`src/rtl/spi_peripheral_ht16d35a_rx.sv`:
```
// Receive-side peer for the HT16D35A-style 3-wire SPI link: synchronizes sck/dio/cs_n,
// assembles MSB-first bytes per chip-select frame and flags gap, framing and overflow faults.
module spi_peripheral_ht16d35a_rx #(
    parameter int CLK_2us      = 100,
    parameter int OUT_BYTES    = 8,
    parameter int OUT_BYTES_SZ = $clog2(OUT_BYTES),
    parameter int SYNC_STAGES  = 2
) (
    input  logic                        clk,
    input  logic                        reset_n,
    input  logic                        sck,
    input  logic                        dio,
    input  logic                        cs_n,
    output logic [OUT_BYTES-1:0][7:0]   rx_data,
    output logic [7:0]                  byte_data,
    output logic                        byte_valid,
    output logic [OUT_BYTES_SZ:0]       byte_count,
    output logic                        frame_done,
    output logic                        busy,
    output logic                        gap_error,
    output logic                        frame_error,
    output logic                        overflow
);
    localparam int GAP_W    = $clog2(CLK_2us + 1);
    localparam int SETTLE_W = $clog2(SYNC_STAGES + 2);
    localparam logic [GAP_W-1:0]        GAP_MAX    = GAP_W'(CLK_2us);
    localparam logic [OUT_BYTES_SZ:0]   COUNT_MAX  = (OUT_BYTES_SZ + 1)'(OUT_BYTES);
    localparam logic [SETTLE_W-1:0]     SETTLE_MAX = SETTLE_W'(SYNC_STAGES + 1);
    // Idle levels of the link, bit order {cs_n, dio, sck}
    localparam logic [2:0]              SYNC_RESET = 3'b101;

    typedef enum logic [1:0] {S_WAIT_CS, S_IDLE, S_BITS, S_GAP} state_t;

    logic [2:0] pins;
    logic [2:0] synced;
    assign pins = {cs_n, dio, sck};

    genvar gi;
    generate
        for (gi = 0; gi < 3; gi++) begin : g_sync
            logic [SYNC_STAGES-1:0] chain_reg;
            always_ff @(posedge clk) begin
                if (!reset_n) begin
                    chain_reg <= {SYNC_STAGES{SYNC_RESET[gi]}};
                end else begin
                    chain_reg <= {chain_reg[SYNC_STAGES-2:0], pins[gi]};
                end
            end
            assign synced[gi] = chain_reg[SYNC_STAGES-1];
        end
    endgenerate

    logic sck_s, dio_s, cs_s;
    logic sck_dly_reg, cs_dly_reg;
    logic sck_rise, sck_fall, cs_rise, cs_fall;

    assign sck_s = synced[0];
    assign dio_s = synced[1];
    assign cs_s  = synced[2];

    always_ff @(posedge clk) begin
        if (!reset_n) begin
            sck_dly_reg <= 1'b1;
            cs_dly_reg  <= 1'b1;
        end else begin
            sck_dly_reg <= sck_s;
            cs_dly_reg  <= cs_s;
        end
    end

    assign sck_rise = sck_s & ~sck_dly_reg;
    assign sck_fall = ~sck_s & sck_dly_reg;
    assign cs_rise  = cs_s & ~cs_dly_reg;
    assign cs_fall  = ~cs_s & cs_dly_reg;

    state_t              state_reg;
    logic [2:0]          bit_cnt_reg;
    logic [6:0]          shift_reg;
    logic [GAP_W-1:0]    gap_cnt_reg;
    logic [SETTLE_W-1:0] settle_reg;
    logic [7:0]          byte_next;

    assign byte_next = {shift_reg, dio_s};

    always_ff @(posedge clk) begin
        if (!reset_n) begin
            state_reg   <= S_WAIT_CS;
            bit_cnt_reg <= 3'd7;
            shift_reg   <= '0;
            gap_cnt_reg <= '0;
            settle_reg  <= '0;
            rx_data     <= '0;
            byte_data   <= '0;
            byte_valid  <= 1'b0;
            byte_count  <= '0;
            frame_done  <= 1'b0;
            busy        <= 1'b0;
            gap_error   <= 1'b0;
            frame_error <= 1'b0;
            overflow    <= 1'b0;
        end else begin
            byte_valid <= 1'b0;
            frame_done <= 1'b0;
            if (state_reg == S_WAIT_CS) begin
                // The synchronizer still holds its reset idle levels until flushed;
                // only trust cs_n once real pin samples reach the delayed copy.
                if (settle_reg != SETTLE_MAX) begin
                    settle_reg <= settle_reg + 1'b1;
                end else if (cs_s && cs_dly_reg) begin
                    state_reg <= S_IDLE;
                end
            end else if (cs_rise) begin
                frame_done <= 1'b1;
                busy       <= 1'b0;
                if (state_reg == S_BITS && bit_cnt_reg != 3'd7) begin
                    frame_error <= 1'b1;
                end
                state_reg <= S_IDLE;
            end else begin
                case (state_reg)
                    S_IDLE: begin
                        if (cs_fall) begin
                            byte_count  <= '0;
                            bit_cnt_reg <= 3'd7;
                            gap_error   <= 1'b0;
                            frame_error <= 1'b0;
                            overflow    <= 1'b0;
                            busy        <= 1'b1;
                            state_reg   <= S_BITS;
                        end
                    end
                    S_BITS: begin
                        if (sck_rise) begin
                            shift_reg <= byte_next[6:0];
                            if (bit_cnt_reg == 3'd0) begin
                                byte_data  <= byte_next;
                                byte_valid <= 1'b1;
                                if (byte_count < COUNT_MAX) begin
                                    rx_data[byte_count[OUT_BYTES_SZ-1:0]] <= byte_next;
                                    byte_count <= byte_count + 1'b1;
                                end else begin
                                    overflow <= 1'b1;
                                end
                                // The cycle the 8th edge is seen is already one high cycle of the gap
                                gap_cnt_reg <= GAP_W'(1);
                                state_reg   <= S_GAP;
                            end else begin
                                bit_cnt_reg <= bit_cnt_reg - 1'b1;
                            end
                        end
                    end
                    S_GAP: begin
                        if (sck_fall) begin
                            if (gap_cnt_reg < GAP_MAX) begin
                                gap_error <= 1'b1;
                            end
                            bit_cnt_reg <= 3'd7;
                            state_reg   <= S_BITS;
                        end else if (sck_s && gap_cnt_reg < GAP_MAX) begin
                            gap_cnt_reg <= gap_cnt_reg + 1'b1;
                        end
                    end
                    default: begin
                        state_reg <= S_WAIT_CS;
                    end
                endcase
            end
        end
    end
endmodule

```
`config.mk`:
```
export PLATFORM = sky130hd
export DESIGN_NAME = spi_peripheral_ht16d35a_rx
export DESIGN_NICKNAME = d
export VERILOG_FILES = /design/src/rtl/spi_peripheral_ht16d35a_rx.sv
export SDC_FILE = /design/constraint.sdc
export NUM_CORES = 1
export LEC_CHECK = 0
export CAP_MARGIN = 20
export CORE_UTILIZATION = 45
export DETAILED_ROUTE_END_ITERATION = 7
export PLACE_DENSITY = 0.79
export REMOVE_ABC_BUFFERS = 1
export SLEW_MARGIN = 30
export SYNTH_ARGS = -nofsm -noshare
export SYNTH_HDL_FRONTEND = slang
export SYNTH_SLANG_ARGS = --single-unit
```
`constraint.sdc`:
```
create_clock -name clk -period 2 [get_ports clk]
set_input_delay 0.3 -clock clk [delete_from_list [all_inputs] [get_ports clk]]
set_output_delay 0.3 -clock clk [all_outputs]
set_load 0.02 [all_outputs]
```
After elaboration in Yosys (flattened, before gate mapping)
Index checks and enable logic that the tools add are counted.
{"block": "totals", "regBits": 111, "latch_bits": 0, "out_inout_bits": 82, "romBits": 0, "ramBits": 0, "memories": 0}
{"block": "op_classes", "mul": 0, "shift": 0, "n_div": 0, "n_reduce_logical": 26, "n_mux": 43, "order_cmp": 4, "n_bitwise": 13, "eq_ne": 22, "add_sub_neg": 4}
{"cell": "$bwmux 64", "n": 1}
{"cell": "$mux 7", "n": 4}
{"cell": "$reduce_and 7->1", "n": 4}
{"cell": "$demux 8 s3", "n": 1}
{"cell": "$ne 2x2->1 const B", "n": 10}
{"cell": "$reduce_and 6->1", "n": 3}
{"cell": "$mux 2", "n": 8}
{"cell": "$mux 4", "n": 4}
{"cell": "$mux 1", "n": 14}
{"cell": "$pmux 7 s2", "n": 1}
{"cell": "$mux 3", "n": 4}
{"cell": "$ne 4x4->1 const B", "n": 3}
{"cell": "$reduce_bool 2->1", "n": 5}
{"cell": "$not 1->1", "n": 9}
{"cell": "$pmux 3 s3", "n": 1}
{"cell": "$mux 8", "n": 1}
{"cell": "$ne 2x1->1 const B", "n": 4}
{"cell": "$pmux 4 s2", "n": 1}
{"cell": "$reduce_and 4->1", "n": 2}
{"cell": "$add 7x1->7 const B", "n": 1}
{"cell": "$lt 7x7->1 const B", "n": 1}
{"cell": "$pmux 2 s3", "n": 1}
{"cell": "$reduce_and 5->1", "n": 1}
{"cell": "$reduce_or 5->1", "n": 1}
{"cell": "19 further kinds", "n": 27}

Longest topological paths before layout
{"block": "depth", "ltp_word": 6, "ltp_mapped": 9, "mapped_depth_nobuf": 6}

Worst setup path after synthesis
OpenSTA, ideal clock, no wires.
{"block": "synth_timing", "path_type": "flip-flop to flip-flop", "startpoint": "register byte_count[1]", "endpoint": "register rx_data[16] in the netlist's numbering", "path_buffers": 1, "arrival_ns": 1.821, "slack_ns": 0.051, "setup_ns": 0.128, "t_required_ns": 1.872, "path_stages_with_launch": 6, "cell_sequence": "dfxtp_1 buf_4 or4b_4 nor4_4 mux2i_1 nor2_1"}
{"block": "synth_between", "elab_chain_cells": 5, "word_cells_on_any_way": 8}
{"element": "from (decl)", "line_no": "17", "source": "output logic [OUT_BYTES_SZ:0] byte_count,"}
{"element": "from (signal assigned)", "line_no": "140", "source": "byte_count <= byte_count + 1'b1;"}
{"element": "$lt 3x4->1 (not written as such) or $ge 3x1->1 (tied branches)", "line_no": "139", "source": "rx_data[byte_count[OUT_BYTES_SZ-1:0]] <= byte_next;"}
{"element": "$logic_and 1x1->1 (not written as such)", "line_no": "139"}
{"element": "$mux 8 (not written as such)", "line_no": "139"}
{"element": "$demux 8 s3", "line_no": "139"}
{"element": "$bwmux 64", "line_no": "139"}
{"element": "to (signal, indexed assignment)", "line_no": "139"}
{"element": "to (decl)", "line_no": "14", "source": "output logic [OUT_BYTES-1:0][7:0] rx_data,"}
Parallel ways exist; a longest one is shown, timed or not.
A chain may end at the register's enable or synchronous reset.

Final worst setup path
{"block": "layout_timing", "startpoint": "register cs_dly_reg", "endpoint": "register bit_cnt_reg[2]"}
{"block": "layout_between", "elab_chain_cells": 4, "word_cells_on_any_way": 6}
{"element": "from (decl)", "line_no": "54", "source": "logic sck_dly_reg, cs_dly_reg;"}
{"element": "from (signal assigned)", "line_no": "67", "source": "cs_dly_reg <= cs_s;"}
{"element": "$not 1->1", "line_no": "73", "source": "assign cs_rise = cs_s & ~cs_dly_reg;"}
{"element": "$and 1x1->1", "line_no": "73"}
{"element": "net cs_rise", "line_no": "55", "source": "logic sck_rise, sck_fall, cs_rise, cs_fall;"}
{"element": "$not 1->1 (no line)"}
{"element": "$reduce_and 7->1 (no line)"}
{"element": "to (signal assigned)", "line_no": "148", "source": "bit_cnt_reg <= bit_cnt_reg - 1'b1;"}
{"element": "to (decl)", "line_no": "77", "source": "logic [2:0] bit_cnt_reg;"}
The timed path passes the listed nets, and every way through them passes these cells.

==> metrics <==
status finished, final reports clean; Hold Worst Slack 0.337 ns; synthesized cell area 4510 µm²; Slew HR 0.703; Top Registers rx_data: 64 flops, byte_data: 8 flops; drt first pass iters 4; Die Span X 102 µm; Flop pwr share 0.581; detailed placement HPWL 7800 µm; Setup crit end kind flip-flop; cell taking the most area after synthesis dfxtp_1; gr ovfl total 0; Main synth FF type dfxtp_1; FF-to-FF End bit_cnt_reg[2]; total I/O pin count 87; # rows 36; Yosys top cell area share 0.492; Net Sw Frac 0.246; Leak 0.00245 µW; total design power 3910 µW; Tcrit/Tclk final 0.939; Skew-Pair Late Insertion Delay 0.38 ns; syn_area_per_cell 9.58 µm²; CP Launch Type flip-flop; clock sink count 111; total of max-cap violations 0; max FFs per register 64; Post-Synthesis Cells 471; Setup CP Type reg -> reg; cts-stage hold buffer count 0; Worst Max-Slew Pin Slew 0.445 ns; TritonCTS Buffers 9; core area 9730 µm²; cells along the critical path inv_1 > ha_1 > buf_4 > nand2b_1 > a21oi_1 > nor3b_1 > mux2i_1; Synth Register Bits 111; synth unique cells 48; flop2flop setup slack 0.12 ns; Comb pwr share 0.059; Required @ worst endpoint 2.29 ns; dpl ws 0.159 ns; Switch Pwr 963 µW; IO buf count 86; DR WL/cell 15.5 µm; WP data arrival 2.17 ns; sequential area share after synthesis 0.492; Hold Path Origin reset_n; die area 10400 µm²; Max FO, Critical Path 15; Largest Register rx_data; Max clock buf depth 2; CP max-delay cell dfxtp_1; CP peak stage delay 0.38 ns; Layout Skew 0.0209 ns; clock transition at the registers of the reported paths 0.11 ns; Async SR Flop Fraction 0; Finished Core Util 0.600; Multi-input gate area 2130 µm²; final hold violation count 0; number of synthesized flops with an enable pin 0; fin area 5840 µm²; reg-to-reg critical path startpoint cs_dly_reg; synth-to-layout area growth 29.4%; Die Y 102 µm; layout cell share with drive strength beyond 1 0.0858; PD cells 670 nW/µm²; drt initial violations 175; Hold EP cs_dly_reg; routed vias 3694; Initial Utilization 0.464; GPL Wtd Cong 0.842; CTS tree done; Slew Limit Fails 0; largest net degree at the start of global routing 50; Clock power frac 0.360; min-delay worst type in -> reg; Int Power 2950 µW; ant diodes 0; CTS H-tree depth 3; Global Route Usage Sum 0.215; first-pass GRT wire length 17600 µm; Root Driver clkbuf_8; Net count, final 580; ANT nets after route 0; drt drc 0; peak supply drop 0.411 mV; Sequential Area 2220 µm²; post-layout minimum cycle time 1.88 ns; final worst slack 0.122 ns; unrepaired setup endpoints after global routing no; R2R depth 7; routed vias/inst 5.25; Synth area leaders dfxtp_1, mux2i_1, nand2_1; initial antenna violation count 0; drt total wl 10900 µm; max frequency 0.532 GHz; Hold Path Stages 3; dpl cell area 5610 µm²; vias in the first global route 3514; Synth warnings 0; filler cell count 845; final setup vio count 0
routing by layer:
| metal | vias up | part of all wire | wire, µm | global-route usage |
|---|---|---|---|---|
| li1 | 1831 | - | - | - |
| met1 | 1747 | 0.47 | 5090 | 0.292 |
| met2 | 100 | 0.47 | 5120 | 0.335 |
| met3 | 16 | 0.049 | 540 | 0.0547 |
| met4 | 0 | 0.016 | 178 | 0.0692 |
| met5 | - | 0 | 0 | 0 |
cell usage after synthesis (all sizes together), types with 2 or more instances:
library cell and number:
o31ai 4, ha 9, or4 2, nand3 5
and3 4, a21oi 22, a211oi 3, dfxtp 111
buf 7, o311ai 2, or3 5, nor2 52
nor2b 3, nor3 9, nand4b 2, nand4 6
inv 11, nand2 56, nor4 3, mux2i 76
clkbuf 20, nand2b 10, o31a 2, a21o 2
o21ai 18, and2 3, nand3b 5, nor3b 3
area by class of cell:
cell class / instances / area share
sequential: 111 / 0.381
multi-input combinational: 322 / 0.365
timing repair buffer: 111 / 0.183
tap: 133 / 0.0285
clock buffer: 10 / 0.0219
clock inverter: 6 / 0.0137
inverter: 11 / 0.00707
placed cells by master, fill, tap and decap left out, types with 4 or more instances in the layout:
cell type	netlist	routed
mux2i_1	76	76
a21oi_1	22	22
ha_1	9	9
o21ai_0	18	18
and3_1	4	4
nand3_1	5	5
nor2_1	52	52
inv_1	9	9
clkbuf_8	0	9
clkdlybuf4s50_1	0	85
dfxtp_1	111	111
nor3_1	9	8
nand4_1	6	6
o31ai_1	4	4
or3_1	5	5
nand2_1	56	56
nand3b_1	5	5
buf_4	2	23
nand2b_1	10	10
power groups by stage:
stage               clock network [µW]  logic (µW)  registers, µW
floorplan                            0         126           2330
global route                      1520         258           2280
finish                            1410         231           2270
global placement                     0         218           2320
detailed placement                   0         225           2320
CTS                               1430         227           2270
how the worst max path moves through the flow:
stage	from	endpoint	slack [ns]	cells after the start
floorplan	state_reg[1]	rx_data[10]	-1.16	4
global placement	gap_cnt_reg[0]	gap_cnt_reg[5]	0.25	5
detailed placement	cs_dly_reg	gap_cnt_reg[6]	0.16	6
CTS	bit_cnt_reg[0]	gap_cnt_reg[6]	0.12	6
global route	cs_dly_reg	bit_cnt_reg[2]	0.004	7
finish	cs_dly_reg	bit_cnt_reg[2]	0.12	7
timing repair:
item	4_1_cts	5_1_grt
buffers inserted	0	2
resized for setup	0	1
setup endpoints to repair	0	2
cells by family (layout without fill, tap and decap cells):
family / count (synthesis) / in the layout / synth area share
multiplexers: 76 / 76 / 0.169
adder cells (fa/ha/maj): 9 / 9 / 0.0250
AND/OR/NAND/NOR: 174 / 174 / 0.190
flip-flops: 111 / 111 / 0.492
AO/OA/AOI/OAI: 62 / 62 / 0.0846
XOR/XNOR: 1 / 1 / 0.00194
buffers and inverters: 38 / 138 / 0.0374
critical path, delay by kind of cell, from the launching register on:
family / cells / cell delay (ns)
buf+inv: 2 / 0.30
flops: 1 / 0.38
compound gates: 1 / 0.37
mux: 1 / 0.18
fa+ha+maj: 1 / 0.29
simple gates: 2 / 0.27
metrics by stage:
stage                     cells  TNS (ns)
after floorplan             444    -40.68
after global placement      686         0
after detailed placement    686         0
after CTS                   702         0
after global routing        704         0
final                       704         0
Power figures use the tool's default switching activity.
